**config.mk**
```make
export PLATFORM = sky130hd
export DESIGN_NAME = ascon_state_bank_flat
export DESIGN_NICKNAME = d
export VERILOG_FILES = /design/src/rtl/ascon_state_bank_if.sv /design/src/rtl/ascon_state_bank.sv /design/src/flat_wrapper.sv
export SDC_FILE = /design/constraint.sdc
export NUM_CORES = 2
export LEC_CHECK = 0
export BUFFER_PORTS_ARGS = -buffer_cell sky130_fd_sc_hd__clkbuf_2
export CAP_MARGIN = 20
export CORE_MARGIN = 4
export CORE_UTILIZATION = 30
export DETAILED_ROUTE_END_ITERATION = 16
export MAX_ROUTING_LAYER = met4
export SYNTH_ARGS = -nofsm -noshare
export SYNTH_HDL_FRONTEND = slang
export SYNTH_HIERARCHICAL = 1
export SYNTH_SLANG_ARGS = --single-unit
```
**constraint.sdc**
```tcl
create_clock -name clock_i -period 2.2 [get_ports clock_i]
set_input_delay 0.33 -clock clock_i [delete_from_list [all_inputs] [get_ports clock_i]]
set_output_delay 0.33 -clock clock_i [all_outputs]
set_load 0.01 [all_outputs]
```
**src/rtl/ascon_state_bank_if.sv**
```systemverilog
// Request/response bundle between the ASCON control FSM/datapath and the
// multi-context state bank.
interface ascon_state_bank_if #(
  parameter int W_WORD   = 64,
  parameter int NB_WORDS = 5,
  parameter int NB_CTX   = 4
);
  localparam int CTX_W = (NB_CTX > 1) ? $clog2(NB_CTX) : 1;
  localparam int CNT_W = $clog2(NB_CTX + 1);

  logic                         wr_en_i;
  logic [CTX_W-1:0]             wr_ctx_i;
  logic [NB_WORDS-1:0]          wr_mask_i;
  logic                         wr_mode_i;
  logic [NB_WORDS*W_WORD-1:0]   state_i;
  logic                         clr_en_i;
  logic [CTX_W-1:0]             clr_ctx_i;
  logic                         rd_en_i;
  logic [CTX_W-1:0]             rd_ctx_i;
  logic                         inj_par_i;
  logic [NB_WORDS*W_WORD-1:0]   state_o;
  logic                         rd_valid_o;
  logic                         rd_miss_o;
  logic                         par_err_o;
  logic [NB_CTX-1:0]            ctx_valid_o;
  logic [CNT_W-1:0]             nb_valid_o;

  modport master (
    output wr_en_i, wr_ctx_i, wr_mask_i, wr_mode_i, state_i,
           clr_en_i, clr_ctx_i, rd_en_i, rd_ctx_i, inj_par_i,
    input  state_o, rd_valid_o, rd_miss_o, par_err_o, ctx_valid_o, nb_valid_o
  );

  modport slave (
    input  wr_en_i, wr_ctx_i, wr_mask_i, wr_mode_i, state_i,
           clr_en_i, clr_ctx_i, rd_en_i, rd_ctx_i, inj_par_i,
    output state_o, rd_valid_o, rd_miss_o, par_err_o, ctx_valid_o, nb_valid_o
  );
endinterface

```
**src/rtl/ascon_state_bank.sv**
```systemverilog
// Multi-context ASCON permutation state bank with masked load/XOR-absorb,
// clear and registered read-back. Optional word parity: ASCON_STATE_PARITY_EN.
module ascon_state_ctx #(
  parameter int W_WORD   = 64,
  parameter int NB_WORDS = 5
) (
  input  logic                             clock_i,
  input  logic                             resetb_i,
  input  logic                             wr_sel,
  input  logic                             clr_sel,
  input  logic [NB_WORDS-1:0]              wr_mask,
  input  logic                             wr_mode,
  input  logic                             inj_par,
  input  logic [NB_WORDS-1:0][W_WORD-1:0]  wdata,
  output logic [NB_WORDS-1:0][W_WORD-1:0]  words,
  output logic                             valid,
  output logic                             par_err
);
  logic [NB_WORDS-1:0][W_WORD-1:0] nxt;

  always_comb begin
    nxt = '0;
    for (int i = 0; i < NB_WORDS; i++)
      nxt[i] = wr_mode ? (words[i] ^ wdata[i]) : wdata[i];
  end

  // clear has priority: the bank already masks wr_sel, this keeps the slot safe standalone
  always_ff @(posedge clock_i or negedge resetb_i) begin
    if (!resetb_i) begin
      words <= '0;
      valid <= 1'b0;
    end else if (clr_sel) begin
      words <= '0;
      valid <= 1'b0;
    end else if (wr_sel) begin
      valid <= 1'b1;
      for (int i = 0; i < NB_WORDS; i++)
        if (wr_mask[i]) words[i] <= nxt[i];
    end
  end

`ifdef ASCON_STATE_PARITY_EN
  logic [NB_WORDS-1:0] par;

  always_ff @(posedge clock_i or negedge resetb_i) begin
    if (!resetb_i)    par <= '0;
    else if (clr_sel) par <= '0;
    else if (wr_sel) begin
      for (int i = 0; i < NB_WORDS; i++)
        if (wr_mask[i]) par[i] <= (^nxt[i]) ^ inj_par;
    end
  end

  always_comb begin
    par_err = 1'b0;
    for (int i = 0; i < NB_WORDS; i++)
      par_err = par_err | ((^words[i]) ^ par[i]);
  end
`else
  logic unused_inj;
  assign unused_inj = inj_par;
  assign par_err    = 1'b0;
`endif
endmodule

module ascon_state_bank #(
  parameter int W_WORD   = 64,
  parameter int NB_WORDS = 5,
  parameter int NB_CTX   = 4
) (
  input  logic              clock_i,
  input  logic              resetb_i,
  ascon_state_bank_if.slave bus
);
  localparam int CNT_W = $clog2(NB_CTX + 1);
  typedef logic [NB_WORDS-1:0][W_WORD-1:0] words_t;

  words_t              wdata;
  words_t              ctx_words [NB_CTX];
  logic [NB_CTX-1:0]   wr_sel, clr_sel, ctx_valid, ctx_perr;

  // word 0 lives at the MSBs of the flat bus
  always_comb begin
    wdata = '0;
    for (int i = 0; i < NB_WORDS; i++)
      wdata[i] = bus.state_i[W_WORD*(NB_WORDS-i)-1 -: W_WORD];
  end

  // out-of-range indices match no slot, so they are dropped here
  for (genvar c = 0; c < NB_CTX; c++) begin : g_ctx
    assign clr_sel[c] = bus.clr_en_i && (int'(bus.clr_ctx_i) == c);
    assign wr_sel[c]  = bus.wr_en_i && (int'(bus.wr_ctx_i) == c) && !clr_sel[c];

    ascon_state_ctx #(.W_WORD(W_WORD), .NB_WORDS(NB_WORDS)) u_ctx (
      .clock_i  (clock_i),
      .resetb_i (resetb_i),
      .wr_sel   (wr_sel[c]),
      .clr_sel  (clr_sel[c]),
      .wr_mask  (bus.wr_mask_i),
      .wr_mode  (bus.wr_mode_i),
      .inj_par  (bus.inj_par_i),
      .wdata    (wdata),
      .words    (ctx_words[c]),
      .valid    (ctx_valid[c]),
      .par_err  (ctx_perr[c])
    );
  end

  logic                       rd_hit, rd_vsel, rd_psel;
  logic [NB_WORDS*W_WORD-1:0] rd_flat;
  logic [CNT_W-1:0]           cnt;

  always_comb begin
    rd_hit  = 1'b0;
    rd_vsel = 1'b0;
    rd_psel = 1'b0;
    rd_flat = '0;
    for (int c = 0; c < NB_CTX; c++) begin
      if (int'(bus.rd_ctx_i) == c) begin
        rd_hit  = 1'b1;
        rd_vsel = ctx_valid[c];
        rd_psel = ctx_perr[c];
        for (int i = 0; i < NB_WORDS; i++)
          rd_flat[W_WORD*(NB_WORDS-i)-1 -: W_WORD] = ctx_words[c][i];
      end
    end
  end

  always_comb begin
    cnt = '0;
    for (int c = 0; c < NB_CTX; c++)
      cnt = cnt + CNT_W'(ctx_valid[c]);
  end

  // state_o is only updated by a read; the flags are cleared between reads
  always_ff @(posedge clock_i or negedge resetb_i) begin
    if (!resetb_i) begin
      bus.state_o    <= '0;
      bus.rd_valid_o <= 1'b0;
      bus.rd_miss_o  <= 1'b0;
      bus.par_err_o  <= 1'b0;
    end else if (bus.rd_en_i) begin
      bus.state_o    <= rd_flat;
      bus.rd_valid_o <= 1'b1;
      bus.rd_miss_o  <= !(rd_hit && rd_vsel);
      bus.par_err_o  <= rd_hit && rd_psel;
    end else begin
      bus.rd_valid_o <= 1'b0;
      bus.rd_miss_o  <= 1'b0;
      bus.par_err_o  <= 1'b0;
    end
  end

  assign bus.ctx_valid_o = ctx_valid;
  assign bus.nb_valid_o  = cnt;
endmodule

```
**src/flat_wrapper.sv**
```systemverilog
// flat-port wrapper written by rule: the top's interface ports become plain ports
module ascon_state_bank_flat 
#(
  parameter int W_WORD   = 64,
  parameter int NB_WORDS = 5,
  parameter int NB_CTX   = 4
)
  (clock_i, resetb_i, bus_wr_en_i, bus_wr_ctx_i, bus_wr_mask_i, bus_wr_mode_i, bus_state_i, bus_clr_en_i, bus_clr_ctx_i, bus_rd_en_i, bus_rd_ctx_i, bus_inj_par_i, bus_state_o, bus_rd_valid_o, bus_rd_miss_o, bus_par_err_o, bus_ctx_valid_o, bus_nb_valid_o);
  ascon_state_bank_if #(.W_WORD(W_WORD), .NB_WORDS(NB_WORDS), .NB_CTX(NB_CTX)) bus_i ();
  input  logic clock_i;
  input  logic resetb_i;
  input wire logic [$bits(bus_i.wr_en_i)-1:0] bus_wr_en_i;
  input wire logic [$bits(bus_i.wr_ctx_i)-1:0] bus_wr_ctx_i;
  input wire logic [$bits(bus_i.wr_mask_i)-1:0] bus_wr_mask_i;
  input wire logic [$bits(bus_i.wr_mode_i)-1:0] bus_wr_mode_i;
  input wire logic [$bits(bus_i.state_i)-1:0] bus_state_i;
  input wire logic [$bits(bus_i.clr_en_i)-1:0] bus_clr_en_i;
  input wire logic [$bits(bus_i.clr_ctx_i)-1:0] bus_clr_ctx_i;
  input wire logic [$bits(bus_i.rd_en_i)-1:0] bus_rd_en_i;
  input wire logic [$bits(bus_i.rd_ctx_i)-1:0] bus_rd_ctx_i;
  input wire logic [$bits(bus_i.inj_par_i)-1:0] bus_inj_par_i;
  output wire logic [$bits(bus_i.state_o)-1:0] bus_state_o;
  output wire logic [$bits(bus_i.rd_valid_o)-1:0] bus_rd_valid_o;
  output wire logic [$bits(bus_i.rd_miss_o)-1:0] bus_rd_miss_o;
  output wire logic [$bits(bus_i.par_err_o)-1:0] bus_par_err_o;
  output wire logic [$bits(bus_i.ctx_valid_o)-1:0] bus_ctx_valid_o;
  output wire logic [$bits(bus_i.nb_valid_o)-1:0] bus_nb_valid_o;
  assign bus_i.wr_en_i = bus_wr_en_i;
  assign bus_i.wr_ctx_i = bus_wr_ctx_i;
  assign bus_i.wr_mask_i = bus_wr_mask_i;
  assign bus_i.wr_mode_i = bus_wr_mode_i;
  assign bus_i.state_i = bus_state_i;
  assign bus_i.clr_en_i = bus_clr_en_i;
  assign bus_i.clr_ctx_i = bus_clr_ctx_i;
  assign bus_i.rd_en_i = bus_rd_en_i;
  assign bus_i.rd_ctx_i = bus_rd_ctx_i;
  assign bus_i.inj_par_i = bus_inj_par_i;
  assign bus_state_o = bus_i.state_o;
  assign bus_rd_valid_o = bus_i.rd_valid_o;
  assign bus_rd_miss_o = bus_i.rd_miss_o;
  assign bus_par_err_o = bus_i.par_err_o;
  assign bus_ctx_valid_o = bus_i.ctx_valid_o;
  assign bus_nb_valid_o = bus_i.nb_valid_o;
  ascon_state_bank #(.W_WORD(W_WORD), .NB_WORDS(NB_WORDS), .NB_CTX(NB_CTX)) u_core (.clock_i(clock_i), .resetb_i(resetb_i), .bus(bus_i));
endmodule
```
==> summary.md <==
| Metric | Value |
|---|---|
| Outcome | `complete, but fails checks` |
| Failing checks | `setup timing` |
| Met1 routing resource usage after global routing | `~27%` |
| Number of pins with negative max-slew slack in the final report | `0` |
| R2R Path Start | `u_core/g_ctx[2].u_ctx/valid$_DFFE_PN0P_` |
| Number of max-cap violations | `0` |
| Final worst slack | `-0.539 ns` |
| Tightest Hold Check Type | `in2reg` |
| Global-route total usage across every layer | `around a fifth` |
| Die height | `557 um` |
| Io pins | `668` |
| Maximum fanout along the worst path | `2` |
| Slowest cell on the critical path | `sky130_fd_sc_hd__fa_1` |
| First-pass GRT wire length | `486000 um` |
| Overall die area | `310000 um^2` |
| Worst clock skew | `between 0.06 and 0.07 ns` |
| Top achievable clock speed | `between 300 and 400 MHz` |
| Register clock-pin slew on the reported worst setup and hold paths | `approximately 0.06 ns` |
| Share of flip-flops with an asynchronous set or reset | `between 90% and 100%` |
| Via Count | `80700` |
| Leading cell type in the layout, fill and taps excluded | `sky130_fd_sc_hd__dfrtp_1` |
| Worst-Margin Slew | `about 0.86 ns` |
| End of the worst register-to-register path | `u_core/bus.rd_miss_o$_DFF_PN0_` |
| Setup repair after global routing missed its margin | `true` |
| Worst-case reg-to-reg path depth | `3` |
| Crit start category | `flip-flop` |
| Critical Path Sink Type | `output port` |
| Number of levels the H-tree was split into | `4` |
| Minimum period implied by the final worst setup slack | `approximately 2.7 ns` |
| Layout Cell Area excl Fill | `between 100000 and 150000 um^2` |
| Area grow syn2layout | `19.2%` |
| Cell chain of the critical path | `inv_2 -> fa_1 -> inv_2 -> ha_4 -> ha_4 -> buf_6` |
| Delay contributed by the slowest stage of the critical path | `around 0.59 ns` |
| Delay-heaviest family, CP | `adder cells` |
| First-iteration detailed-routing DRC count | `7613` |
| Via/cell ratio | `roughly 5.3` |
| Leading cell types in the layout, fill and taps excluded | `sky130_fd_sc_hd__dfrtp_1 (1607), sky130_fd_sc_hd__nor2b_1 (1281), sky130_fd_sc_hd__nand2_1 (1273), sky130_fd_sc_hd__nand3_1 (1272), sky130_fd_sc_hd__a21oi_1 (1272)` |
| Worst endpoint data arrival time | `about 2.4 ns` |
| Total cell area at the placement stage | `97900 um^2` |
| Met3 track utilization from global routing | `3.27%` |
| Netlist cell types | `33` |
| Seq/Total Area, Yosys | `between 40 and 50%` |
| Maximum number of pins on one net before global-route repair | `138` |
| Aggregate negative setup slack | `-1.40 ns` |
| Fraction of met2 tracks used by global routing | `a little under a third` |
| Input/output buffers | `about 670` |
| CTS buffer count | `approximately 190` |
| Worst setup path endpoint | `bus_nb_valid_o[1]` |
| Syn Std Cell Area | `~90000 um^2` |
| Syn. warnings | `6` |
| Final net count | `approximately 11000` |
| Die width | `~560 um` |
| Power density of the placed cells | `756 nW/um^2` |
| Clock insertion delay at the later pin of the skew report | `roughly 0.87 ns` |
| Post-Route WL | `319000 um` |
| Syn avg cell area | `approximately 8.8 um^2` |
| Required @ worst endpoint | `around 1.9 ns` |
| Initial standard-cell utilization of the core | `between 30% and 40%` |
| Synthesis-stage register bit count | `1607` |
| Net Count, Synth | `approximately 11000` |
| Path length in cells of the critical path | `6` |
| Post-route clock period utilization | `125%` |
| Via count of the first global-routing pass | `77000` |
| Core region area | `roughly 300000 um^2` |
| TritonCTS clock tree | `yes` |
| Top_reg_cell synth | `sky130_fd_sc_hd__dfrtp_1` |
| Final weighted congestion in routability-driven placement | `approximately 0.8` |
| Layout Utilization | `35.9%` |
| Remaining Overflow, GRT | `0` |
| Headroom to the max-slew limit | `42.4%` |
| Length of the first detailed-routing pass in iterations | `6` |
| Worst reg2reg setup slack | `0.85 ns` |
| Number of setup violations in the final report | `4` |
| Residual DRC | `0` |
| Number of synthesized flops with an enable pin | `0` |
| Buffer levels on the longest clock path | `4` |
| Number of antenna-violating nets in the routed design | `0` |
| Synthesized netlist cell count | `10200` |
| Leakage dissipation | `roughly 44 nW` |
| Type of the worst setup path | `reg2out` |
| Number of endpoints with negative hold slack in the final report | `0` |
| CTS Sinks | `roughly 1600` |
| Average wire per standard cell | `21.1 um` |
| Ratio of cells with drive above 1 in the final layout | `between 10% and 20%` |
| Most Crowded Layer GR | `met2` |
| Count of buffering cells on the critical path with inverters included | `3` |
| Max rail drop VDD | `around 0.62 mV` |
| Buffer type at the clock tree root | `sky130_fd_sc_hd__clkbuf_16` |
| Detailed-placement wirelength estimate | `slightly below 200000 um` |
| Number of antenna violations at the first check in global routing | `79` |
| Worst Setup SP | `u_core/g_ctx[0].u_ctx/valid$_DFFE_PN0P_` |
| Number of cell rows | `approximately 200` |
| Filler instances | `~30000` |
-- cell type report --
| type | count | area (um^2) | area share [%] |
|---|---|---|---|
| sequential | 1607 | 40200 | 37.3 |
| timing repair buffer | 1371 | 12100 | 11.2 |
| clock inverter | 50 | 749 | 0.696 |
| clock buffer | 287 | 5520 | 5.13 |
| multi-input combinational | 7750 | 44000 | 40.8 |
| antenna | 74 | 185 | 0.172 |
| inverter | 5 | 18.8 | 0.0174 |
| tap | 3958 | 4950 | 4.60 |
-- metal layers --
layer,up-vias,share of wire [%]
met2,2924,46
met1,40000,44
li1,37200,-
met4,0,3.6
met5,-,0
met3,542,6.6
-- worst min-delay path by stage --
stage               startpoint  slack [ns]  cells after the start                                          end
2_1_floorplan         resetb_i        0.03                      0               u_core/bus.par_err_o$_DFF_PN0_
3_3_place_gp          resetb_i        0.22                      1  u_core/g_ctx[2].u_ctx/words[20]$_DFFE_PN0P_
3_5_place_dp          resetb_i        0.22                      1  u_core/g_ctx[2].u_ctx/words[20]$_DFFE_PN0P_
4_1_cts        bus_wr_ctx_i[0]       0.006                      5      u_core/g_ctx[2].u_ctx/valid$_DFFE_PN0P_
5_1_grt        bus_wr_ctx_i[1]        0.05                      5      u_core/g_ctx[1].u_ctx/valid$_DFFE_PN0P_
6_report       bus_wr_ctx_i[1]        0.09                      5      u_core/g_ctx[1].u_ctx/valid$_DFFE_PN0P_
-- logic make-up after synthesis --
| family | after synthesis | synth area share, % |
|---|---|---|
| AOI/OAI and AO/OA | 2880 | 17.3 |
| adders and majority gates | 3 | 0.0499 |
| buffers and inverters | 880 | 7.04 |
| DFF | 1607 | 44.5 |
| muxes | 642 | 7.14 |
| other | 4 | 0.0166 |
| and+or+nand+nor | 4221 | 23.9 |
-- flip-flops by register name, indices dropped and copies added (netlist names) --
name                      flops
u_core/g_ctx.u_ctx/valid      4
u_core/bus.state_o          320
u_core/bus.par_err_o          1
u_core/bus.rd_miss_o          1
u_core/g_ctx.u_ctx/words   1280
u_core/bus.rd_valid_o         1
-- cells in the mapped netlist, types with 21 or more instances --
master	instances	share of area, %
sky130_fd_sc_hd__a21oi_1	1272	7.0
sky130_fd_sc_hd__nand2_1	1277	5.3
sky130_fd_sc_hd__buf_4	104	0.86
sky130_fd_sc_hd__clkbuf_1	333	1.4
sky130_fd_sc_hd__buf_6	202	2.5
sky130_fd_sc_hd__buf_12	56	1.2
sky130_fd_sc_hd__dfrtp_1	1607	45
sky130_fd_sc_hd__o21ai_1	196	1.1
sky130_fd_sc_hd__nand2b_1	321	2.2
sky130_fd_sc_hd__mux2i_1	640	7.1
sky130_fd_sc_hd__and2_1	21	0.15
sky130_fd_sc_hd__nor2b_1	1281	8.9
sky130_fd_sc_hd__nand3_1	1272	7.0
sky130_fd_sc_hd__o221ai_1	320	3.1
sky130_fd_sc_hd__o21ai_0	1084	6.0
sky130_fd_sc_hd__buf_2	160	0.89
-- stage by stage --
stage / instances / total power [W] / hold WS [ns] / worst slack (ns)
floorplan: 10200 / 0.0429 / 0.0344 / 0.347
detailed placement: 14400 / 0.0485 / 0.219 / -0.0181
global placement: 14400 / 0.0483 / 0.217 / 0.0428
CTS: 15000 / 0.0820 / 0.00626 / -0.671
global route: 15100 / 0.0850 / 0.0474 / -0.647
finish: 15100 / 0.0814 / 0.0918 / -0.539
-- timing repair --
item                                    4_1_cts  5_1_grt
hold buffers                                328        0
setup buffers                                 0        0
resized for setup                             5       10
endpoints found under the hold margin      2672        0
pin swaps                                     2        2
endpoints found under the setup margin        3        6
-- worst reg2reg max path: stages, from the launching register on --
cell and delay (ns):
sky130_fd_sc_hd__dfrtp_1 0.48, sky130_fd_sc_hd__buf_4 0.22, sky130_fd_sc_hd__mux4_2 0.47, sky130_fd_sc_hd__nor2b_1 0.12
-- report_power, final --
group / switching [W] / internal, W / leakage [nW]
Clock: 0.0137 / 0.0189 / 3.05
Combinational: 0.00779 / 0.00558 / 19.4
Sequential: 0.00265 / 0.0328 / 21.6
No activity file was read; power rests on OpenSTA's default activity.
